## src/rtl/logic_op_pkg.sv

```systemverilog
// logic_op_pkg: shared definitions for the logic_op_pipe block.
//   op_e      - opSel encodings (AND, OR, XOR, NOR)
//   state_e   - fold FSM states (IDLE, ACCUM)
//   FifoDepth - number of result entries the output queue holds
//   apply_op  - bitwise operator evaluated on up to 32-bit operands
package logic_op_pkg;

  typedef enum logic [1:0] {
    OpAnd = 2'd0,
    OpOr  = 2'd1,
    OpXor = 2'd2,
    OpNor = 2'd3
  } op_e;

  typedef enum logic [0:0] {
    StIdle  = 1'b0,
    StAccum = 1'b1
  } state_e;

  localparam int unsigned FifoDepth = 2;

  // Callers zero-extend narrower operands and truncate the result; NOR sets the
  // unused upper bits, which the truncation discards.
  function automatic logic [31:0] apply_op(input logic [1:0]  op,
                                           input logic [31:0] a,
                                           input logic [31:0] b);
    logic [31:0] res;
    res = '0;
    unique case (op_e'(op))
      OpAnd: res = a & b;
      OpOr:  res = a | b;
      OpXor: res = a ^ b;
      OpNor: res = ~(a | b);
    endcase
    return res;
  endfunction

endpackage

```

## src/rtl/logic_op_fifo2.sv

```systemverilog
// logic_op_fifo2: two-entry result queue with a registered head.
//   clk, rst_n  - clock, asynchronous active-low reset
//   push        - enqueue push_data (ignored when full)
//   push_data   - entry to enqueue
//   pop         - dequeue the head (ignored when empty)
//   ready       - queue has a free entry (from the occupancy register)
//   valid       - head holds an entry
//   head        - oldest entry; slot 0 register, stable until popped
module logic_op_fifo2
  import logic_op_pkg::*;
#(
  parameter int unsigned DW = 8
) (
  input  logic          clk,
  input  logic          rst_n,
  input  logic          push,
  input  logic [DW-1:0] push_data,
  input  logic          pop,
  output logic          ready,
  output logic          valid,
  output logic [DW-1:0] head
);

  localparam logic [1:0] Depth = 2'(FifoDepth);

  logic [1:0]    count_q, count_d;
  logic [DW-1:0] slot0_q, slot0_d;
  logic [DW-1:0] slot1_q, slot1_d;
  logic          push_ok, pop_ok;

  always_comb begin
    push_ok = push && (count_q != Depth);
    pop_ok  = pop && (count_q != 2'd0);
    count_d = count_q;
    slot0_d = slot0_q;
    slot1_d = slot1_q;
    unique case ({push_ok, pop_ok})
      2'b10: begin
        if (count_q == 2'd0) slot0_d = push_data;
        else                 slot1_d = push_data;
        count_d = count_q + 2'd1;
      end
      2'b01: begin
        slot0_d = slot1_q;
        count_d = count_q - 2'd1;
      end
      // Push with pop is only possible at one entry: the new entry becomes head.
      2'b11: slot0_d = push_data;
      default: ;
    endcase
  end

  always_ff @(posedge clk or negedge rst_n) begin
    if (!rst_n) begin
      count_q <= '0;
      slot0_q <= '0;
      slot1_q <= '0;
    end else begin
      count_q <= count_d;
      slot0_q <= slot0_d;
      slot1_q <= slot1_d;
    end
  end

  assign ready = (count_q != Depth);
  assign valid = (count_q != 2'd0);
  assign head  = slot0_q;

endmodule

```

## src/rtl/logic_op_pipe.sv

```systemverilog
// logic_op_pipe: bitwise logic operator with optional burst folding and a
// two-entry output queue.
//   clk, rst_n          - clock, asynchronous active-low reset
//   inValid, inReady    - input beat handshake
//   aIn, bIn            - operands
//   opSel               - 0 AND, 1 OR, 2 XOR, 3 NOR
//   accMode, inLast     - fold a burst into one result; inLast ends the burst
//   outValid, outReady  - result handshake
//   out, opOut, beatCnt - result, operator used, beats folded (saturating)
module logic_op_pipe
  import logic_op_pkg::*;
#(
  parameter int unsigned WIDTH = 4,
  parameter int unsigned CNTW  = 8
) (
  input  logic             clk,
  input  logic             rst_n,
  input  logic             inValid,
  output logic             inReady,
  input  logic [WIDTH-1:0] aIn,
  input  logic [WIDTH-1:0] bIn,
  input  logic [1:0]       opSel,
  input  logic             accMode,
  input  logic             inLast,
  output logic             outValid,
  input  logic             outReady,
  output logic [WIDTH-1:0] out,
  output logic [1:0]       opOut,
  output logic [CNTW-1:0]  beatCnt
);

  localparam int unsigned   DW     = WIDTH + 2 + CNTW;
  localparam logic [CNTW-1:0] CntOne = CNTW'(1);
  localparam logic [CNTW-1:0] CntMax = '1;

  state_e           state_q;
  logic [WIDTH-1:0] acc_q;
  logic [1:0]       op_q;
  logic [CNTW-1:0]  cnt_q;

  logic [1:0]       beat_op;
  logic [WIDTH-1:0] beat_res;
  logic [WIDTH-1:0] fold_res;
  logic [CNTW-1:0]  cnt_inc;
  logic             accept;
  logic             fifo_ready;
  logic             push;
  logic [DW-1:0]    push_data;
  logic [DW-1:0]    head;

  // Inside a burst the latched operator applies to both the beat and the fold;
  // StAccum itself records that accMode was latched as 1.
  always_comb begin
    beat_op  = (state_q == StAccum) ? op_q : opSel;
    beat_res = WIDTH'(apply_op(beat_op, 32'(aIn), 32'(bIn)));
    fold_res = WIDTH'(apply_op(op_q, 32'(acc_q), 32'(beat_res)));
    cnt_inc  = (cnt_q == CntMax) ? cnt_q : cnt_q + CntOne;
  end

  // Held low during reset; otherwise purely the queue occupancy register.
  assign inReady = rst_n && fifo_ready;
  assign accept  = inValid && inReady;

  always_comb begin
    push      = 1'b0;
    push_data = '0;
    if (accept) begin
      if (state_q == StAccum) begin
        if (inLast) begin
          push      = 1'b1;
          push_data = {fold_res, op_q, cnt_inc};
        end
      end else if (!accMode || inLast) begin
        push      = 1'b1;
        push_data = {beat_res, opSel, CntOne};
      end
    end
  end

  always_ff @(posedge clk or negedge rst_n) begin
    if (!rst_n) begin
      state_q <= StIdle;
      acc_q   <= '0;
      op_q    <= '0;
      cnt_q   <= '0;
    end else if (accept) begin
      unique case (state_q)
        StIdle: begin
          if (accMode && !inLast) begin
            state_q <= StAccum;
            acc_q   <= beat_res;
            op_q    <= opSel;
            cnt_q   <= CntOne;
          end
        end
        StAccum: begin
          if (inLast) begin
            state_q <= StIdle;
          end else begin
            acc_q <= fold_res;
            cnt_q <= cnt_inc;
          end
        end
      endcase
    end
  end

  logic_op_fifo2 #(
    .DW(DW)
  ) u_fifo (
    .clk       (clk),
    .rst_n     (rst_n),
    .push      (push),
    .push_data (push_data),
    .pop       (outReady),
    .ready     (fifo_ready),
    .valid     (outValid),
    .head      (head)
  );

  assign {out, opOut, beatCnt} = head;

endmodule

```

## config.mk

```make
export PLATFORM = sky130hd
export DESIGN_NAME = logic_op_pipe
export DESIGN_NICKNAME = d
export VERILOG_FILES = /design/src/rtl/logic_op_pkg.sv /design/src/rtl/logic_op_fifo2.sv /design/src/rtl/logic_op_pipe.sv
export SDC_FILE = /design/constraint.sdc
export NUM_CORES = 1
export LEC_CHECK = 0
export CAP_MARGIN = 0
export CORE_MARGIN = 2
export CORE_UTILIZATION = 25
export DETAILED_ROUTE_END_ITERATION = 8
export GPL_TIMING_DRIVEN = 0
export PLACE_DENSITY = 0.52
export SLEW_MARGIN = 30
export SYNTH_ARGS = -nofsm -noshare
export SYNTH_HDL_FRONTEND = slang
export SYNTH_SLANG_ARGS = --single-unit
```

## constraint.sdc

```tcl
create_clock -name clk -period 4.45 [get_ports clk]
set_input_delay 1.335 -clock clk [delete_from_list [all_inputs] [get_ports clk]]
set_output_delay 1.335 -clock clk [all_outputs]
set_load 0.01 [all_outputs]
```

==> results of run 1 <==
-- per-layer routing --
metal | wire (um) | up-vias | track usage [%]
met5 | 0 | - | 0
met4 | 42 | 0 | 2.44
met3 | 280 | 6 | 2.55
met2 | 3500 | 45 | 19.8
met1 | 3810 | 1217 | 17.4
li1 | - | 1313 | -
-- cell usage after synthesis, types with 2 or more instances --
cell type	n	area, um2
and3_1	4	25.0
o21ai_0	18	90.1
o211a_1	3	30.0
o21a_1	6	45.0
o41ai_1	2	17.5
nor2b_1	7	43.8
nand3_1	12	60.1
xor2_1	6	52.6
ha_1	19	238
a31oi_1	11	68.8
o2111ai_1	2	17.5
nor3_1	4	20.0
o21ai_1	3	15.0
a211oi_1	4	30.0
nand3b_1	3	22.5
a22oi_1	2	15.0
nor3b_1	3	22.5
and2_1	6	37.5
dfrtp_1	45	1130
nand2b_1	4	25.0
inv_1	23	86.3
buf_2	12	60.1
mux2_2	3	33.8
o311ai_1	3	26.3
a21o_1	2	15.0
a21oi_1	19	95.1
a211o_1	5	43.8
o21bai_1	2	15.0
clkbuf_1	8	30.0
xnor2_1	3	26.3
nor2_1	23	86.3
nand4_1	2	12.5
nand2_1	47	176
mux2i_1	8	80.1
o211ai_1	5	37.5
o31ai_1	3	22.5
or3_1	2	12.5
-- worst max-delay path, stage by stage --
cell and delay (ns):
buf_4 0.48, and2_1 0.22, clkdlybuf4s50_1 0.54
-- power groups by stage --
stage               registers [mW]  logic, mW  clock network (mW)
floorplan                    0.673      0.659                   0
global placement             0.665       1.02                   0
detailed placement           0.669       1.04                   0
CTS                          0.662       1.04               0.498
global route                 0.682       1.16               0.513
finish                       0.660       1.04               0.488
-- area by class of cell --
type | count | area share [%]
clock inverters | 3 | 1.87
plain buffers | 21 | 2.64
well taps | 147 | 4.98
inverters | 23 | 2.34
multi-input cells | 261 | 46.2
repair buffers | 30 | 8.07
clock buffers | 5 | 3.39
flip-flops and latches | 45 | 30.5
-- sequential cells by signal, indices dropped and copies added, names as in the netlist --
name	count
u_fifo.head	14
u_fifo.slot1_q	14
cnt_q	8
acc_q	4
op_q	2
u_fifo.count_q	2
state_q	1
-- worst max-delay path by stage --
| stage | end | depth (start not counted) | start | slack [ns] |
|---|---|---|---|---|
| 6_report | inReady | 3 | rst_n | 0.54 |
| 5_1_grt | inReady | 3 | rst_n | 0.39 |
| 4_1_cts | inReady | 3 | rst_n | 0.46 |
| 3_5_place_dp | u_fifo.head[1] | 9 | rst_n | 0.40 |
| 3_3_place_gp | u_fifo.head[7] | 9 | rst_n | -1.36 |
| 2_1_floorplan | acc_q[3] | 11 | opSel[0] | 1.27 |
-- cells in the final DEF, fill, tap and decap left out, drive strengths merged, types with 7 or more instances in the layout --
master         count
a21oi             19
a31oi             12
buf               14
clkbuf            13
clkdlybuf4s50     29
dfrtp             45
ha                19
inv               24
mux2i              8
nand2             47
nand3             12
nor2              23
nor2b              7
o21ai             21
-- logic make-up (layout without fill, tap and decap cells) --
logic type	after synthesis	count (layout)
fa+ha+maj	19	19
flops	45	45
compound gates	97	97
mux	12	12
xor+xnor	9	9
simple gates	124	124
buf+inv	44	82
==> impl_metrics.py, run 1 <==
metrics = {
    "sta": {
        "fin_setup_tns_ns": 0,
        "fin_crit_sh_pct": 88.0,
        "finalMaxSlewViolations": 0,
        "rsz0062_at_grt": "no",
        "setup-violations-final": 0,
        "hold_ws_ns": 0.477,
        "worstMarginPinSlew_ns": 0.618,
        "hold_viol": 0,
        "clock.fmax_mhz": 256,
        "relSlewSlack_pct": 58.8,
        "fin_crit_ns": 3.91,
        "fin_skew_ns": 0.00676,
        "setup_ws_ns": 0.536,
    },
    "route": {
        "drtIter0Drc": 201,
        "route.detailed.drc": 0,
        "first_pass_iters": 4,
        "wl_per_cell_um": 14.3,
        "vias": 2581,
        "drt-vias-per-instance": 4.82,
        "drt_wl_total_mm": 7.63,
        "antenna_left": 0,
    },
    "placement": {
        "port_buffers": 30,
        "detailed_place_hpwl_mm": 5.81,
        "dp_cells": 527,
        "gp_congestion": 0.821,
        "place_area_um2": 3500,
        "pre_cts_ws_ns": 0.402,
    },
    "run_status": {
        "status": "finished clean",
    },
    "setup_path": {
        "r2r_slack_ns": 1.88,
        "worst-r2r-cell-count": 11,
        "path_max_fanout": 48,
        "required_ns": 3.12,
        "worstPathArrival_ns": 2.58,
        "cp-start-kind": "input pin",
        "rr_endpoint": "acc_q[3]",
        "criticalPathCategory": "input pin to output port",
        "reg2reg_from": "state_q",
        "end_kind": "output port",
    },
    "clocking": {
        "cts_tree": "yes",
        "htreeDepth": 2,
        "clockBufferDepth": 2,
        "root_buffer": "clkbuf_16",
        "cts-resized-gates": 0,
        "post-cts-setup-buffers": 0,
        "cts_sinks": 45,
        "clk_pin_slew_ns": 0.06,
        "cts_hold_buf": 0,
        "cts_buffers": 5,
        "worstSkewPairLatency_ns": 0.28,
    },
    "final_layout": {
        "multi_input_area_um2": 1700,
        "final_layout_size_suffix_gt1_share_pct": 8.25,
        "nFillCells": 1241,
        "area_delta_synth_final_pct": 22.4,
        "n_antenna_cell": 0,
        "nNetsFinal": 422,
        "finalInstanceArea_um2": 3690,
        "utilization_pct": 31.0,
        "seqCellArea_um2": 1130,
        "final_cells": 535,
    },
    "power": {
        "power_mw": 2.18,
        "leakage_nw": 1.64,
        "p_clk_share_pct": 22.3,
        "power.density_nw_per_um2": 592,
        "pwr-share-comb_pct": 47.4,
        "ir_worst_vdd_mv": 0.217,
        "pwr-share-seq_pct": 30.2,
        "switchingPower_uw": 843,
        "p_int_mw": 1.34,
        "swShare_pct": 38.6,
    },
    "die": {
        "die_w_um": 114,
        "start_util_pct": 25.3,
        "row_count": 40,
        "die_y_um": 114,
        "io_pins": 32,
        "dieArea_um2": 13000,
        "core_area_um2": 11900,
    },
    "logic_synthesis": {
        "ys.flop_type": "dfrtp_1",
        "ys_seq_area_share_pct": 37.4,
        "ys_ff_latch": 45,
        "synth-xor-area-share_pct": 2.62,
        "synth-compound-area-share_pct": 21.6,
        "yosys.area_share.simple_pct": 20.1,
        "synth_top_family_by_area": "compound AO/OA/AOI/OAI gates",
        "synthMuxAreaShare_pct": 4.28,
        "synth_cell_types": 53,
        "yosys.area_share.adder_pct": 7.89,
        "syn_inst": 350,
        "syn_nets": 385,
        "syn_area_um2": 3010,
        "synth_edf_count": 0,
        "avgSynthCellArea_um2": 8.61,
        "yosys_warnings": 0,
        "synth_async_sr_flop_share_pct": 100,
    },
    "worst_hold_path": {
        "hp-start": "u_fifo.slot1_q[9]",
        "min_to": "u_fifo.slot1_q[9]",
        "hold_path.class": "register to register",
        "min_path_cells": 2,
    },
    "global_routing": {
        "antenna_found_initial": 0,
        "grt.overflow.total": 0,
        "grt_pass1_vias": 2565,
        "grt_max_degree": 49,
        "grtUsageTotal_pct": 12.4,
        "grt_pass1_wl_mm": 13.0,
    },
    "job": {
        "max_cap_violations": 0,
    },
}
(Power assumes the default switching activity.)
==> run 2, diff against run 1 <==
CORE_UTILIZATION = 57   (was 25)
GPL_TIMING_DRIVEN = unset   (was 0)
PLACE_DENSITY = 0.9   (was 0.52)
clock period = 4.1 ns   (was 4.45 ns; I/O delays follow)
==> run 2 against run 1 <==
  * Sequential cell count did not move
  * Register-to-register slack got worse by 0.67 ns
  * Design area shrank 5.9%
  * Via count is 4.1% higher
  * Cell count fell by 17%
  * Clock power decreased by 30%
  * Largest cell class unchanged
  * Largest power group unchanged
==> impl_metrics.py, run 2 (synthesis results as in run 1) <==
metrics = {
    "run_status": {
        "status": "finished clean",
    },
    "route": {
        "wl_per_cell_um": 15.6,
        "route.detailed.drc": 0,
        "drt_wl_total_mm": 6.92,
        "vias": 2688,
        "drt-vias-per-instance": 6.05,
        "first_pass_iters": 4,
        "drtIter0Drc": 158,
        "antenna_left": 0,
    },
    "sta": {
        "clock.fmax_mhz": 281,
        "fin_crit_sh_pct": 86.7,
        "fin_crit_ns": 3.55,
        "fin_skew_ns": 0.0107,
        "setup-violations-final": 0,
        "hold_viol": 0,
        "finalMaxSlewViolations": 0,
        "relSlewSlack_pct": 48.4,
        "fin_setup_tns_ns": 0,
        "worstMarginPinSlew_ns": 0.774,
        "rsz0062_at_grt": "no",
    },
    "power": {
        "p_int_mw": 1.27,
        "pwr-share-comb_pct": 46.9,
        "power_mw": 2.14,
        "p_clk_share_pct": 15.8,
        "pwr-share-seq_pct": 37.2,
        "ir_worst_vdd_mv": 0.311,
        "leakage_nw": 1.57,
        "swShare_pct": 40.8,
        "switchingPower_uw": 876,
        "power.density_nw_per_um2": 618,
    },
    "placement": {
        "port_buffers": 31,
        "dp_cells": 436,
        "detailed_place_hpwl_mm": 5.00,
        "gp_congestion": 0.882,
    },
    "clocking": {
        "cts_buffers": 5,
        "cts_hold_buf": 0,
        "cts_tree": "yes",
        "cts-resized-gates": 0,
        "worstSkewPairLatency_ns": 0.31,
        "clk_pin_slew_ns": 0.09,
        "post-cts-setup-buffers": 0,
        "root_buffer": "clkbuf_8",
        "clockBufferDepth": 2,
        "cts_sinks": 45,
        "htreeDepth": 2,
    },
    "setup_path": {
        "worstPathArrival_ns": 3.70,
        "cp-start-kind": "input pin",
        "end_kind": "register",
        "max_stage_delay_ns": 0.57,
        "path_max_fanout": 10,
        "cp_cell_sequence": "clkdlybuf4s50_1 > nor3b_1 > or2_2 > o2bb2ai_1 > a21oi_1 > inv_1 > ha_1 > a211oi_1 > a21oi_1 > nand2_1 > a31oi_1",
        "crit_top_cell": "a21oi_1",
        "criticalPathCategory": "input pin to register",
        "required_ns": 4.24,
        "path_delay_family": "compound AO/OA/AOI/OAI gates",
        "cp_slowest_cell": "clkdlybuf4s50_1",
        "path_buf_inv": 2,
    },
    "die": {
        "dieArea_um2": 5890,
        "die_y_um": 76.7,
        "io_pins": 32,
        "row_count": 26,
        "core_area_um2": 5110,
        "start_util_pct": 59.0,
        "die_w_um": 76.7,
    },
    "global_routing": {
        "antenna_found_initial": 0,
        "grt.overflow.total": 0,
        "grtUsageTotal_pct": 25.3,
        "grt_max_degree": 47,
        "grt_pass1_vias": 2634,
        "grt_pass1_wl_mm": 12.1,
    },
    "final_layout": {
        "final_common_cell": "nand2_1",
        "area_delta_synth_final_pct": 15.2,
        "final_cells": 444,
        "final_layout_size_suffix_gt1_share_pct": 6.68,
        "nFillCells": 404,
        "n_antenna_cell": 0,
        "nNetsFinal": 408,
        "final_cell_mix": "47 x nand2_1, 45 x dfrtp_1, 30 x clkdlybuf4s50_1, 23 x inv_1, 23 x nor2_1",
    },
    "worst_hold_path": {
        "hold_path.class": "register to register",
    },
    "job": {
        "max_cap_violations": 0,
    },
}
[run 2: changes by cell type in the layout (fill, tap and decap cells not counted), moves of 4 or more]
cell / change
clkbuf_1: -7
clkbuf_8: +5
buf_4: +4
clkbuf_16: -5
buf_2: -11
[run 2: metal layers]
layer / vias to the layer above / wire length, um / GRT usage [%]
met3: 12 / 367 / 4.59
met4: 0 / 96 / 8.73
met2: 89 / 3470 / 42.7
met1: 1302 / 2980 / 32.7
met5: - / 0 / 0
li1: 1285 / - / -
[run 2: worst reg2reg max path, cell delays in order, from the launching register on]
cell and delay, ns:
dfrtp_1 0.82, and3b_2 0.30, or2_2 0.30, o2bb2ai_1 0.17
a21oi_1 0.22, inv_1 0.07, ha_1 0.28, a211oi_1 0.22
a21oi_1 0.10, nand2_1 0.15, a31oi_1 0.10
[run 2: path summary, 6_finish.rpt]
path	from	endpoint	slack (ns)	cells after the start
setup / recovery	opSel[0]	u_fifo.slot1_q[13]	0.55	11
hold / removal	u_fifo.slot1_q[6]	u_fifo.slot1_q[6]	0.48	2
setup reg to reg	op_q[1]	u_fifo.slot1_q[13]	1.21	10
hold reg to reg	u_fifo.slot1_q[6]	u_fifo.slot1_q[6]	0.48	2
max in group asynchronous	rst_n	op_q[0]	2.68	2
min in group asynchronous	rst_n	u_fifo.count_q[0]	1.03	2
[run 2: metrics by stage]
stage | area (um2) | hold slack (ns) | util [%] | worst slack, ns
final | 3470 | 0.484 | 68.0 | 0.545
after global routing | 3470 | 0.509 | 68.0 | 0.304
after CTS | 3470 | 0.483 | 68.0 | 0.574
after detailed placement | 3360 | 0.461 | 65.8 | 0.265
after global placement | 3360 | 0.456 | 65.8 | 0.433
after floorplan | 3010 | 0.444 | - | 1.03
[run 2: area by class of cell]
| class | count | area, um2 | share of cell area (%) |
|---|---|---|---|
| multi-input combinational | 261 | 1710 | 49.3 |
| sequential | 45 | 1130 | 32.4 |
| timing repair buffer | 37 | 350 | 10.1 |
| tap | 70 | 87.6 | 2.52 |
| inverter | 23 | 86.3 | 2.49 |
| clock buffer | 6 | 72.6 | 2.09 |
| clock inverter | 2 | 38.8 | 1.12 |
[run 2: power groups by stage]
stage	combinational, mW	sequential (mW)	clock (mW)
after floorplan	0.716	0.730	0
after global placement	0.948	0.790	0
after detailed placement	0.996	0.802	0
after CTS	1.01	0.796	0.343
after global routing	1.13	0.828	0.366
final	1.01	0.798	0.340
